<file path="src/rtl/dp_1024x32_reader.sv">
// Burst read engine for the 1024x32 dual-port EBR: issues read addresses for a
// requested burst, buffers returned words in a 2-entry FIFO and streams them out with parity status.
module dp_1024x32_reader #(
    parameter int ADDR_W = 10,
    parameter int DATA_W = 32,
    parameter int ED_W   = 4
) (
    input  logic              RdClock,
    input  logic              RdResetN,
    input  logic              ReqValid,
    output logic              ReqReady,
    input  logic [ADDR_W-1:0] ReqAddr,
    input  logic [ADDR_W-1:0] ReqLen,
    output logic              RdEn,
    output logic [ADDR_W-1:0] RdAddress,
    input  logic [DATA_W-1:0] Q,
    input  logic [ED_W-1:0]   EDO,
    output logic              OutValid,
    input  logic              OutReady,
    output logic [DATA_W-1:0] OutData,
    output logic              OutLast,
    output logic              OutErr,
    output logic              Busy,
    output logic              Done,
    output logic [7:0]        ErrCount
);

    typedef enum logic [1:0] {IDLE, ISSUE, DRAIN} state_t;

    state_t              state_q, state_d;
    logic [ADDR_W-1:0]   addr_q, addr_d;
    logic [ADDR_W:0]     rem_q, rem_d;
    logic                inflight_q, inflight_d;
    logic                inflight_last_q, inflight_last_d;
    logic [DATA_W-1:0]   fifo_data_q [2];
    logic [DATA_W-1:0]   fifo_data_d [2];
    logic [1:0]          fifo_last_q, fifo_last_d;
    logic [1:0]          fifo_err_q, fifo_err_d;
    logic                wr_ptr_q, wr_ptr_d;
    logic                rd_ptr_q, rd_ptr_d;
    logic [1:0]          count_q, count_d;
    logic                done_q, done_d;
    logic [7:0]          err_cnt_q, err_cnt_d;

    logic [ED_W-1:0]     byte_par;
    logic                q_err;
    logic                push;
    logic                pop;
    logic                head_last;
    logic                head_err;
    logic [2:0]          occupancy;
    logic                issue;

    // Even parity per byte: each EDO bit must equal the XOR of its byte.
    generate
        for (genvar gi = 0; gi < ED_W; gi++) begin : g_par
            assign byte_par[gi] = ^Q[8*gi +: 8];
        end
    endgenerate
    assign q_err = |(EDO ^ byte_par);

    assign push      = inflight_q;
    assign pop       = (count_q != 2'd0) && OutReady;
    assign head_last = fifo_last_q[rd_ptr_q];
    assign head_err  = fifo_err_q[rd_ptr_q];

    // Words buffered or on their way back from the EBR after this cycle's pop.
    assign occupancy = {1'b0, count_q} + {2'b00, inflight_q} - {2'b00, pop};
    assign issue     = (state_q == ISSUE) && (occupancy < 3'd2);

    generate
        for (genvar gi = 0; gi < 2; gi++) begin : g_fifo
            always_comb begin
                fifo_data_d[gi] = fifo_data_q[gi];
                fifo_last_d[gi] = fifo_last_q[gi];
                fifo_err_d[gi]  = fifo_err_q[gi];
                if (push && (wr_ptr_q == 1'(gi))) begin
                    fifo_data_d[gi] = Q;
                    fifo_last_d[gi] = inflight_last_q;
                    fifo_err_d[gi]  = q_err;
                end
            end
        end
    endgenerate

    always_comb begin
        state_d         = state_q;
        addr_d          = addr_q;
        rem_d           = rem_q;
        err_cnt_d       = err_cnt_q;
        inflight_d      = issue;
        inflight_last_d = issue && (rem_q == (ADDR_W+1)'(1));
        count_d         = count_q + {1'b0, push} - {1'b0, pop};
        wr_ptr_d        = wr_ptr_q ^ push;
        rd_ptr_d        = rd_ptr_q ^ pop;
        done_d          = 1'b0;

        if (pop && head_err && (err_cnt_q != 8'hFF)) begin
            err_cnt_d = err_cnt_q + 8'd1;
        end

        case (state_q)
            IDLE: begin
                if (ReqValid) begin
                    addr_d    = ReqAddr;
                    rem_d     = (ReqLen == '0) ? ((ADDR_W+1)'(1) << ADDR_W) : {1'b0, ReqLen};
                    err_cnt_d = 8'd0;
                    state_d   = ISSUE;
                end
            end
            ISSUE: begin
                if (issue) begin
                    addr_d = addr_q + ADDR_W'(1);
                    rem_d  = rem_q - (ADDR_W+1)'(1);
                    if (rem_q == (ADDR_W+1)'(1)) begin
                        state_d = DRAIN;
                    end
                end
            end
            DRAIN: begin
                if (pop && head_last) begin
                    done_d  = 1'b1;
                    state_d = IDLE;
                end
            end
            default: state_d = IDLE;
        endcase
    end

    always_ff @(posedge RdClock or negedge RdResetN) begin
        if (!RdResetN) begin
            state_q         <= IDLE;
            addr_q          <= '0;
            rem_q           <= '0;
            inflight_q      <= 1'b0;
            inflight_last_q <= 1'b0;
            fifo_data_q[0]  <= '0;
            fifo_data_q[1]  <= '0;
            fifo_last_q     <= '0;
            fifo_err_q      <= '0;
            wr_ptr_q        <= 1'b0;
            rd_ptr_q        <= 1'b0;
            count_q         <= '0;
            done_q          <= 1'b0;
            err_cnt_q       <= '0;
        end else begin
            state_q         <= state_d;
            addr_q          <= addr_d;
            rem_q           <= rem_d;
            inflight_q      <= inflight_d;
            inflight_last_q <= inflight_last_d;
            fifo_data_q[0]  <= fifo_data_d[0];
            fifo_data_q[1]  <= fifo_data_d[1];
            fifo_last_q     <= fifo_last_d;
            fifo_err_q      <= fifo_err_d;
            wr_ptr_q        <= wr_ptr_d;
            rd_ptr_q        <= rd_ptr_d;
            count_q         <= count_d;
            done_q          <= done_d;
            err_cnt_q       <= err_cnt_d;
        end
    end

    assign ReqReady  = (state_q == IDLE);
    assign Busy      = (state_q != IDLE);
    assign RdEn      = issue;
    assign RdAddress = addr_q;
    assign OutValid  = (count_q != 2'd0);
    assign OutData   = fifo_data_q[rd_ptr_q];
    assign OutLast   = head_last;
    assign OutErr    = head_err;
    assign Done      = done_q;
    assign ErrCount  = err_cnt_q;

endmodule

</file>
<file path="config.mk">
export PLATFORM = sky130hd
export DESIGN_NAME = dp_1024x32_reader
export DESIGN_NICKNAME = d
export VERILOG_FILES = /design/src/rtl/dp_1024x32_reader.sv
export SDC_FILE = /design/constraint.sdc
export NUM_CORES = 1
export LEC_CHECK = 0
export ABC_AREA = 1
export ABC_CLOCK_PERIOD_IN_PS = 3800
export CAP_MARGIN = 25
export CORE_ASPECT_RATIO = 0.6
export CORE_MARGIN = 10
export CORE_UTILIZATION = 47
export CTS_CLUSTER_DIAMETER = 30
export DETAILED_ROUTE_END_ITERATION = 16
export PLACE_DENSITY = 0.83
export SLEW_MARGIN = 20
export SYNTH_ARGS = -nofsm -noshare
export SYNTH_HDL_FRONTEND = slang
export SYNTH_SLANG_ARGS = --single-unit
export TNS_END_PERCENT = 30
</file>
<file path="constraint.sdc">
create_clock -name RdClock -period 3.8 [get_ports RdClock]
set_clock_uncertainty 0.15 [all_clocks]
set_input_delay 1.14 -clock RdClock [delete_from_list [all_inputs] [get_ports RdClock]]
set_output_delay 1.14 -clock RdClock [all_outputs]
set_load 0.02 [all_outputs]
</file>
==> impl_metrics.py <==
metrics = {
    "run_status": {
        "status": "finished with violations",
        "violations": "negative setup slack",
    },
    "clock_network": {
        "root_buffer": "clkbuf_16",
        "cts_made_buffers": 9,
        "cts_tree": "done",
        "postCtsHoldBufs": 0,
        "cts.sinks": 106,
        "clk_path_buf_depth": 2,
        "path_clk_slew_ps": 70,
        "clock_latency_ps": 340,
        "htreeDepth": 3,
    },
    "logic_synthesis": {
        "syn_inst": 748,
        "synth.avg_cell_area_sq_um": 7.47,
        "synth_area_sq_mm": 0.00558,
        "async_flop_share_pct": 100,
        "synth-seq-area-share_pct": 47.5,
        "synthTopCellsByArea": "dfrtp_1 48%, nand2_1 17%, o21ai_0 8.8%",
        "ys_seq_elements": 106,
        "synth_edf_count": 0,
        "synth_top_family_by_area": "simple AND/OR/NAND/NOR gates",
        "ys_warn_count": 0,
        "synthAdderAreaFrac_pct": 2.15,
        "synth_cell_types": 38,
        "synthXorXnorAreaFrac_pct": 2.67,
        "synth_mux_area_share_pct": 0.179,
        "synth-compound-area-share_pct": 13.6,
        "yosysTopAreaCellShare_pct": 47.5,
        "synth_top_area_cell": "dfrtp_1",
        "synth.net_count": 817,
        "synth_simple_gate_area_share_pct": 24.5,
        "ys.flop_type": "dfrtp_1",
    },
    "sta": {
        "setup_viol": 1,
        "finalCritPeriodShare_pct": 104,
        "rsz0062_at_grt": "yes",
        "holdWs_ps": 322,
        "relSlewSlack_pct": 44.7,
        "hold_viol": 0,
        "worst_slack_ps": -158,
        "tightest_slew_ps": 829,
        "fmax_mhz": 253,
        "final_max_slew_viol_count": 0,
        "timing.final.crit_period_ps": 3960,
    },
    "pwr": {
        "power_mw": 6.41,
        "power_density_mw_per_mm2": 874,
        "vdd_drop_max_v": 0.000555,
        "leakage_nw": 3.55,
    },
    "detailed_routing": {
        "wire_per_inst_um": 13.8,
        "antenna_left": 0,
        "drc": 0,
        "dr.pass1.iters": 5,
        "via_per_inst": 4.94,
        "routed_wl_mm": 14.3,
        "first_iter_violations": 305,
        "via_count": 5089,
    },
    "setup_path": {
        "cp.arrival_ps": 2670,
        "path_class": "in -> out",
        "worstPathRequired_ps": 2510,
        "critPathLaunch": "OutReady",
        "crit_path_start_kind": "primary input",
        "crit_fanout": 2,
        "cp-end-kind": "primary output",
        "crit-reg2reg-launch": "count_q[1]",
    },
    "grt": {
        "grt_pass1_vias": 4734,
        "grt_start_max_net_pins": 59,
        "antenna_found_initial": 0,
        "grt_pass1_wl_mm": 23.6,
        "grt_overflow": 0,
        "grt_use_total_pct": 16.8,
    },
    "finish": {
        "fin_cells": 1031,
        "drive_gt1_share_pct": 6.66,
        "layout.nets": 935,
        "num_antenna_cells": 0,
        "n_fill_cell": 1013,
        "syn_to_final_growth_pct": 31.3,
    },
    "die": {
        "die_w_um": 161,
        "die_h_um": 104,
        "dieArea_sq_mm": 0.0168,
        "rows": 30,
        "coreArea_sq_mm": 0.0114,
        "ios": 117,
        "start_util_pct": 48.8,
    },
    "flow_run": {
        "cap_violations": 0,
    },
    "place": {
        "dp.cells": 1012,
        "portBuffers": 116,
        "pre_cts_slack_ps": -1170,
        "gp_congestion": 0.854,
        "dp_hpwl_mm": 10.5,
    },
    "worst_hold_path": {
        "hold_class": "reg -> reg",
        "hp-start": "fifo_data_q[30]",
    },
}
[final cells by class]
cell class / instances / area (sq um) / area share (%)
Clock buffer: 12 / 246 / 3.36
Tap cell: 160 / 200 / 2.73
Timing Repair Buffer: 136 / 1350 / 18.4
Clock inverter: 4 / 27.5 / 0.375
Multi-Input combinational cell: 508 / 2450 / 33.5
Inverter: 105 / 399 / 5.44
Sequential cell: 106 / 2650 / 36.2
[cell usage in the layout, fill, tap and decap left out, types with 3 or more instances in the layout]
cell               n
nor2_4             3
o211ai_1           3
nor3_1             7
a22oi_1            4
clkdlybuf4s50_1  113
nor2_1            34
inv_2              5
ha_1               5
buf_12             3
dfrtp_1          105
nand4_1            3
clkinvlp_4         3
nand3_1           25
a21oi_1           17
o21ai_1           11
clkbuf_16          9
xor2_1            10
buf_4             18
inv_1             99
nand2_1          254
o21ai_0           98
xnor2_1            7
o22ai_1            3
a31oi_1            4
[per-layer routing]
| metal | track usage [%] | vias up | wire [um] |
|---|---|---|---|
| li1 | - | 2591 | - |
| met2 | 24.3 | 156 | 6030 |
| met4 | 2.98 | 0 | 78 |
| met3 | 5.06 | 9 | 983 |
| met1 | 24.2 | 2333 | 7160 |
| met5 | 0 | - | 0 |
[sequential cells by signal, indices dropped and copies added (netlist names)]
signal and count:
fifo_data_q 64, rem_q 11, RdAddress 10, ErrCount 8, count_q 2, fifo_err_q 2, fifo_last_q 2, state_q 2
Done 1, inflight_last_q 1, inflight_q 1, rd_ptr_q 1, wr_ptr_q 1
[critical path, cell delays in order]
cell,delay (ps)
buf_8,100
nand2_8,70
inv_6,40
ha_4,250
inv_2,40
ha_4,140
fa_1,450
nor2_1,120
nand2_2,90
nor2_4,100
buf_6,130
[per-stage QoR]
step | area, sq um | util [%] | setup TNS (ps)
after floorplan | 5630 | - | -21.6
after global placement | 7010 | 61.2 | -1200
after detailed placement | 7030 | 61.4 | -2580
after CTS | 7320 | 64.0 | -180
after global routing | 7330 | 64.1 | -242
final | 7330 | 64.1 | -158
[final timing paths]
path | end | slack [ps] | cells past startpoint
max reg2reg | rem_q[7] | 890 | 18
max in group asynchronous | fifo_data_q[54] | 2100 | 2
min reg2reg | fifo_data_q[30] | 320 | 2
max | RdEn | -160 | 11
min in group asynchronous | ErrCount[7] | 670 | 1
min | fifo_data_q[30] | 320 | 2
[Yosys cell counts (2+ instances only)]
| cell type | number |
|---|---|
| nand4_1 | 3 |
| inv_1 | 101 |
| buf_2 | 2 |
| inv_2 | 4 |
| nor2_1 | 34 |
| o22ai_1 | 3 |
| nor4_1 | 2 |
| a21oi_1 | 17 |
| o211ai_1 | 3 |
| a22oi_1 | 4 |
| nor2_4 | 3 |
| dfrtp_1 | 106 |
| a31oi_1 | 4 |
| buf_6 | 2 |
| clkbuf_1 | 23 |
| o21ai_0 | 98 |
| nor3_1 | 7 |
| nand2_1 | 256 |
| o21ai_1 | 11 |
| nand3_1 | 25 |
| xor2_1 | 10 |
| ha_1 | 8 |
| xnor2_1 | 7 |
[where the power goes]
group | internal [mW] | switching [mW] | leakage (nW)
registers | 1.67 | 0.307 | 1.30
logic | 1.51 | 2.06 | 2.13
clock network | 0.462 | 0.407 | 0.125
total | 3.64 | 2.77 | 3.55
[repair_timing]
| action | 4_1_cts | 5_1_grt |
|---|---|---|
| resized for setup | 14 | 1 |
| endpoints found under the setup margin | 1 | 1 |
| pin swaps | 4 | 2 |
| setup buffers | 2 | 1 |
[cells by family after synthesis]
kind of cell | Yosys count
buf+inv | 134
fa+ha+maj | 9
xor+xnor | 17
compound gates | 144
simple gates | 337
flops | 106
mux | 1
(Power assumes the default switching activity.)
